===== config.mk =====
export PLATFORM = sky130hd
export DESIGN_NAME = fetch_stage
export DESIGN_NICKNAME = d
export VERILOG_FILES = /design/src/rtl/fetch_stage.sv
export SDC_FILE = /design/constraint.sdc
export NUM_CORES = 1
export LEC_CHECK = 0
export BUFFER_PORTS_ARGS = -buffer_cell sky130_fd_sc_hd__buf_2
export CORE_ASPECT_RATIO = 1.4
export CORE_MARGIN = 2
export CORE_UTILIZATION = 54
export DETAILED_ROUTE_END_ITERATION = 7
export PLACE_DENSITY = 0.86
export SETUP_SLACK_MARGIN = 0.5
export SLEW_MARGIN = 40
export SYNTH_ARGS = -nofsm -noshare
export SYNTH_HDL_FRONTEND = slang
export SYNTH_SLANG_ARGS = --single-unit

===== constraint.sdc =====
create_clock -name clk -period 2.37 [get_ports clk]
set_input_delay 0.3555 -clock clk [delete_from_list [all_inputs] [get_ports clk]]
set_output_delay 0.3555 -clock clk [all_outputs]
set_load 0.02 [all_outputs]

===== src/rtl/fetch_stage.sv =====
// IF stage: owns the PC, issues instruction fetches and loads the IF/ID register; one branch delay slot.
// Latency: a word returned in the request cycle reaches IF/ID at the next edge; a skidded word moves in when stall_d drops.
// Backpressure: stall_d freezes PC and IF/ID; a word returned during a stall is parked in a one-entry skid and fetching pauses.
module fetch_stage #(
    parameter logic [31:0] RESET_PC = 32'h0000_3000,
    parameter int unsigned PC_STEP  = 4
) (
    input  logic        clk,
    input  logic        reset,
    input  logic        stall_d,
    input  logic [1:0]  pc_src,
    input  logic [31:0] npc_target,
    input  logic [31:0] jr_target,
    output logic        imem_req,
    output logic [31:0] imem_addr,
    input  logic        imem_rvalid,
    input  logic [31:0] imem_rdata,
    output logic [31:0] instr_d,
    output logic [31:0] pc_d,
    output logic [31:0] pc8_d,
    output logic        valid_d
);

    typedef enum logic {FETCH, HOLD} state_t;

    state_t      state, state_nxt;
    logic [31:0] pc, next_pc;
    logic [31:0] skid_instr, skid_pc;
    logic        pend;
    logic [31:0] pend_target;

    logic        take_mem, to_hold, from_hold, bubble, advance;
    logic        live_redirect;
    logic [31:0] live_target;

    assign imem_req  = (state == FETCH);
    assign imem_addr = pc;
    assign pc8_d     = pc_d + 32'd8;

    always_comb begin
        take_mem      = 1'b0;
        to_hold       = 1'b0;
        from_hold     = 1'b0;
        bubble        = 1'b0;
        state_nxt     = state;
        live_redirect = valid_d && !stall_d && (pc_src == 2'b01 || pc_src == 2'b10);
        live_target   = (pc_src == 2'b10) ? jr_target : npc_target;
        case (state)
            FETCH: begin
                take_mem = imem_rvalid && !stall_d;
                to_hold  = imem_rvalid && stall_d;
                bubble   = !imem_rvalid && !stall_d;
                if (to_hold) state_nxt = HOLD;
            end
            HOLD: begin
                from_hold = !stall_d;
                if (from_hold) state_nxt = FETCH;
            end
            default: state_nxt = FETCH;
        endcase
        // The word entering D now is the delay slot, so a redirect only steers the fetch after it.
        advance = take_mem || from_hold;
        if (pend)
            next_pc = pend_target;
        else if (live_redirect)
            next_pc = live_target;
        else
            next_pc = pc + 32'(PC_STEP);
    end

    always_ff @(posedge clk or negedge reset) begin
        if (!reset) begin
            state       <= FETCH;
            pc          <= RESET_PC;
            instr_d     <= 32'd0;
            pc_d        <= 32'd0;
            valid_d     <= 1'b0;
            skid_instr  <= 32'd0;
            skid_pc     <= 32'd0;
            pend        <= 1'b0;
            pend_target <= 32'd0;
        end else begin
            state <= state_nxt;
            if (take_mem) begin
                instr_d <= imem_rdata;
                pc_d    <= pc;
                valid_d <= 1'b1;
            end else if (from_hold) begin
                instr_d <= skid_instr;
                pc_d    <= skid_pc;
                valid_d <= 1'b1;
            end else if (bubble) begin
                valid_d <= 1'b0;
            end
            if (to_hold) begin
                skid_instr <= imem_rdata;
                skid_pc    <= pc;
            end
            // Slot word not taken yet: remember where to go once it is.
            if (advance) begin
                pc   <= next_pc;
                pend <= 1'b0;
            end else if (live_redirect) begin
                pend        <= 1'b1;
                pend_target <= live_target;
            end
        end
    end

endmodule

==> metrics.txt, run 1 <==
status=completed; drt wl/cell=19.4 um; fin nets=1,313; endpoint of the worst register-to-register path=imem_addr[20]; syn nets=1,065; vias post-DR=8,919; Worst-Skew Late Latency=440 ps; Setup TNS=0 ps; router iterations before antenna repair=5; CTS Buffer Depth=2; final hold vios=0; I/O Pins=232; shortest period the worst path allows=2370 ps; Core ar.=0.0175 mm2; antenna violations before repair=0; Cell variety after synth=64; fraction of registers with async set/reset=100%; first-pass GRT wire length=43.3 mm; Area after DPL=0.0113 mm2; Hold Path Class=in -> reg; FF-to-FF Start=valid_d; CTS clk-pin slew, worst paths=80 ps; H-tree levels=4; Cells after Synth=960; VDD IR max=514 uV; Yosys warning total=0; P_leak=0.00567 uW; CP Class=reg -> out; Max Cap Viol=0; Antenna diodes=0; Via-to-Cell Ratio=6.12; Post-synth EDFFs=0; Worst Tran Pin Value=702 ps; Worst Path Required=2010 ps; register area share after synthesis=50.5%; flops & latches, synth=195; Final Slew Violations=0; # setup viols final=0; share of the synthesized area in the top cell type=50.0%; Worst slew margin=53.0%; commonest non-fill, non-tap cell in the layout=buf_2; main area contributors after synthesis=dfrtp_1 50%, mux2_2 6.9%, o21ai_0 5.7%; Top FF cell, synth=dfrtp_1; DRC viols=0; Die Height=162 um; Final Cell Area=0.0126 mm2; GRT Total Usage=29.0%; CP endpoint kind=output port; RePlAce Congestion=0.825; initial drt markers=907; die extent in x=117 um; R2R depth=5; Routed WL=28.3 mm; WHS=167 ps; worst reg-to-reg setup slack=440 ps; port bufs=231; largest net degree at the start of global routing=65; WHS Path Cells=2; Final Util=72.1%; most frequent cells in the layout=210 x buf_2, 161 x dfrtp_1, 106 x o21ai_0, 105 x nand2_1, 76 x buf_4; initial core utilization=55.3%; critical hold path startpoint=imem_rdata[18]; die area=0.0190 mm2; synthesized cell area=0.00966 mm2; CTS sink cnt=195; hold endpoint=skid_instr[18]; layout cells sized above 1=40.7%; area leader, netlist=dfrtp_1; Post-Layout Cell Count=1,457; final worst clock skew=11.0 ps; vias in the first global route=8,460; Overflow after GRT=0; Row Count=57; Cell Count Post-Placement=1,383; CTS Buf Count=17; dpl hpwl=17.8 mm; Syn Area/Cell=10.1 um2; worst-path maximum fanout=6; Antenna Nets Post-Route=0; CTS tree=built; Syn-to-layout area delta=30.3%; RSZ-0062 raised after global routing=true; root buf cell=clkbuf_16; pwr dens=1050 mW/mm2; CP Launch Type=flop; FMAX=423 MHz; Final period util=99.8%; Arr. time, crit path=2010 ps
## repair_timing
action                                  in CTS  in global routing
gates cloned                                 2                  1
endpoints found under the setup margin      40                 48
hold endpoints to repair                    57                  0
gates resized for setup                     51                 38
pin swaps                                   12                 13
setup buffers                               23                 15
hold buffers                                 1                  0
## flip-flops by register name, indices dropped and copies added, names as in the netlist
register	cells
pend	1
skid_instr	32
pc_d	32
skid_pc	32
state	1
valid_d	1
imem_addr	32
pend_target	32
instr_d	32
## worst max-delay path by stage
stage	startpoint	end	slack [ps]	depth (start not counted)
floorplan	pc_d[10]	pc8_d[25]	390	6
global placement	pc_src[0]	imem_addr[20]	150	8
detailed placement	pc_src[0]	imem_addr[20]	60	8
CTS	pc_d[13]	pc8_d[31]	-10	7
global route	pc_d[10]	pc8_d[31]	-90	7
finish	pc_d[5]	pc8_d[22]	4	6
## area by class of cell
| cell class | count | area (um2) |
|---|---|---|
| Clock buffer | 17 | 425 |
| Clock inverter | 15 | 211 |
| Fill cell | 1219 | 4880 |
| Inverter | 11 | 41.3 |
| Multi-Input combinational cell | 678 | 4730 |
| Sequential cell | 195 | 4920 |
| Tap cell | 236 | 295 |
| Timing Repair Buffer | 305 | 1960 |
## critical path: stages (launching register included)
cell	delay, ps
dfrtp_2	430
and4_4	250
nor2b_4	220
and2_1	210
nand3_1	130
xnor2_2	160
buf_2	170
## through the flow
stage | worst slack [ps] | power, uW
after global placement | 147 | 9350
after detailed placement | 57.0 | 9550
final | 4.03 | 13200
after floorplan | 386 | 7970
after global routing | -87.6 | 14000
after CTS | -14.7 | 13000
## routing by layer
layer / track usage [%] / share of wire (%) / up-vias
li1: - / - / 3976
met1: 36.4 / 39 / 4372
met2: 48.0 / 51 / 478
met3: 5.30 / 6.8 / 93
met4: 14.0 / 3.7 / 0
met5: 0 / 0 / -
## Yosys cell counts (3+ instances only)
master     number
dfrtp_1       193
o21ai_0       111
nand2_1       108
a22oi_1        66
nor2_1         61
mux2_2         59
a21oi_1        53
clkbuf_1       37
mux2i_1        34
xnor2_1        24
buf_2          21
nand3_1        21
nor3_1         20
inv_1          11
nand4_1        10
buf_4           9
a31oi_1         8
and3_1          8
a221oi_1        7
o31ai_1         7
and4_1          5
buf_1           5
o2bb2ai_1       5
or3_1           5
a211oi_1        4
and2_1          4
nor4_1          4
o22ai_1         4
o311ai_0        4
xor2_1          4
clkbuf_8        3
ha_1            3
nand2b_1        3
## cell families (layout without fill, tap and decap cells)
family | after synthesis | count (layout) | share of synthesized area, %
adder cells (fa/ha/maj) | 3 | 3 | 0.389
buffers and inverters | 88 | 348 | 4.51
XOR/XNOR | 28 | 28 | 2.54
AND/OR/NAND/NOR | 265 | 266 | 13.2
flip-flops | 195 | 195 | 50.5
AO/OA/AOI/OAI | 288 | 288 | 18.4
multiplexers | 93 | 93 | 10.4
## report_power, final
part           total [uW]  switching [uW]  internal (uW)
logic                4650            2670           1970
registers            5500            1090           4410
clock network        3110            1390           1720
Power figures use the tool's default switching activity.
==> inputs of run 2 (changes only) <==
--- a/config.mk
+++ b/config.mk
@@ -8,9 +8,10 @@
 export BUFFER_PORTS_ARGS = -buffer_cell sky130_fd_sc_hd__buf_2
 export CORE_ASPECT_RATIO = 1.4
 export CORE_MARGIN = 2
-export CORE_UTILIZATION = 54
+export CORE_UTILIZATION = 45
 export DETAILED_ROUTE_END_ITERATION = 7
-export PLACE_DENSITY = 0.86
+export GPL_ROUTABILITY_DRIVEN = 0
+export PLACE_DENSITY = 0.75
 export SETUP_SLACK_MARGIN = 0.5
 export SLEW_MARGIN = 40
 export SYNTH_ARGS = -nofsm -noshare
==> metrics.txt, run 2 (synthesis gave the netlist of run 1 again) <==
status=completed; cell-internal power=7940 uW; Worst-Skew Late Latency=430 ps; Hold Path Class=in -> reg; shortest period the worst path allows=2370 ps; Final Util=61.0%; Worst slew margin=56.9%; antenna violations before repair=0; drt wl/cell=18.3 um; H-tree levels=4; Arr. time, crit path=2010 ps; Row Count=63; Worst Tran Pin Value=643 ps; Max Cap Viol=0; crit path launch=pc_d[18]; layout cells sized above 1=42.7%; GRT Total Usage=23.3%; initial core utilization=45.7%; max incr delay on CP=460 ps; Syn-to-layout area delta=33.4%; Bufs and invs on worst path=1; vias post-DR=8,602; CP Launch Type=flop; final worst clock skew=8.63 ps; I/O Pins=232; FF-to-FF Start=imem_addr[12]; worst reg-to-reg setup slack=440 ps; Antenna Nets Post-Route=0; router iterations before antenna repair=5; CP Depth=5; fin nets=1,327; CTS Buffer Depth=2; Worst Path Required=2010 ps; NetSw=4990 uW; CTS clk-pin slew, worst paths=70 ps; most frequent cells in the layout=204 x buf_2, 160 x dfrtp_1, 109 x o21ai_0, 100 x nand2_1, 83 x buf_4; critical hold path startpoint=imem_rdata[5]; Via-to-Cell Ratio=5.75; CTS tree=built; die extent in x=128 um; clock share of power=21.0%; die area=0.0227 mm2; Overflow after GRT=0; port bufs=231; dpl hpwl=18.0 mm; commonest non-fill, non-tap cell in the layout=buf_2; final hold vios=0; combinational power share=37.1%; sequential share of power=41.9%; R2R depth=6; Slowest-stage cell, CP=dfrtp_2; RSZ-0062 raised after global routing=true; largest net degree at the start of global routing=70; Routed WL=27.4 mm; CP endpoint kind=output port; first-pass GRT wire length=42.1 mm; pwr dens=1000 mW/mm2; DRC viols=0; endpoint of the worst register-to-register path=imem_addr[25]; crit path capture=pc8_d[29]; initial drt markers=842; FMAX=423 MHz; Core ar.=0.0211 mm2; sw frac=38.6%; CP Class=reg -> out; Final period util=99.8%; Die Height=177 um; # setup viols final=0; Final Slew Violations=0; CTS Buf Count=17; worst-path maximum fanout=6; WHS Path Cells=2; VDD IR max=574 uV; total power=12,900 uW; CTS sink cnt=195; root buf cell=clkbuf_16; P_leak=0.00585 uW; worst path cell trace=and3_1 > and4_4 > nand4_1 > xnor2_2 > buf_4; cell family with most CP delay=simple AND/OR/NAND/NOR gates; vias in the first global route=8,035
[run 2: changes by cell type in the layout (fill, tap and decap cells not counted), moves of 6 or more]
cell     previous run  this run
buf_6               5        15
nand3_1            17         8
buf_4              76        83
buf_2             210       204
[run 2: worst min-delay path by stage]
stage / end / slack, ps
floorplan: imem_addr[0] / 60
global placement: pend_target[27] / 360
detailed placement: pend_target[31] / 360
CTS: skid_instr[24] / 160
global route: skid_instr[25] / 160
finish: skid_instr[5] / 170
[run 2: metal layers]
layer	GRT usage, %	part of all wire (%)	vias to the layer above	wire length, um
li1	-	-	4003	-
met1	30.2	41	4238	11300
met2	39.1	51	313	14000
met3	3.95	4.9	48	1350
met4	8.84	2.5	0	674
met5	0	0	-	0
[run 2: layout make-up]
type | count | area, um2
antenna | 1 | 2.50
fill | 1792 | 8230
tap | 260 | 325
clock inverter | 9 | 86.3
inverter | 11 | 41.3
sequential | 195 | 4930
clock buffer | 22 | 454
timing repair buffer | 319 | 2130
multi-input combinational | 678 | 4920
[run 2: stage by stage]
stage / TNS, ps / instance area (um2) / setup slack, ps / hold slack, ps / instances
after floorplan: 0 / 9860 / 386 / 59.9 / 960
after global placement: 0 / 11300 / 122 / 362 / 1410
after detailed placement: 0 / 11300 / 91.1 / 362 / 1410
after CTS: -336 / 12500 / -59.0 / 160 / 1467
after global routing: -862 / 12900 / -116 / 156 / 1494
final: 0 / 12900 / 4.63 / 174 / 1495
[run 2: power by group through the flow]
stage	Combinational, uW	Clock [uW]	Sequential [uW]
after floorplan	2130	0	5840
after global placement	3950	0	5440
after detailed placement	4050	0	5500
after CTS	4480	2760	5410
after global routing	5190	2890	5550
final	4800	2710	5420
[run 2: worst register-to-register path: cells and delay by family (launching register included)]
family                 cells  cell delay [ps]
buffers and inverters      1              160
and+or+nand+nor            3              630
AOI/OAI and AO/OA          2              450
DFF                        1              560
[run 2: repair_timing]
| item | CTS | global route |
|---|---|---|
| hold buffers | 1 | 0 |
| setup buffers | 23 | 26 |
| setup endpoints to repair | 45 | 114 |
| resized for setup | 95 | 46 |
| hold endpoints to repair | 51 | 0 |
| gates cloned | 2 | 1 |
| pin swaps | 28 | 34 |
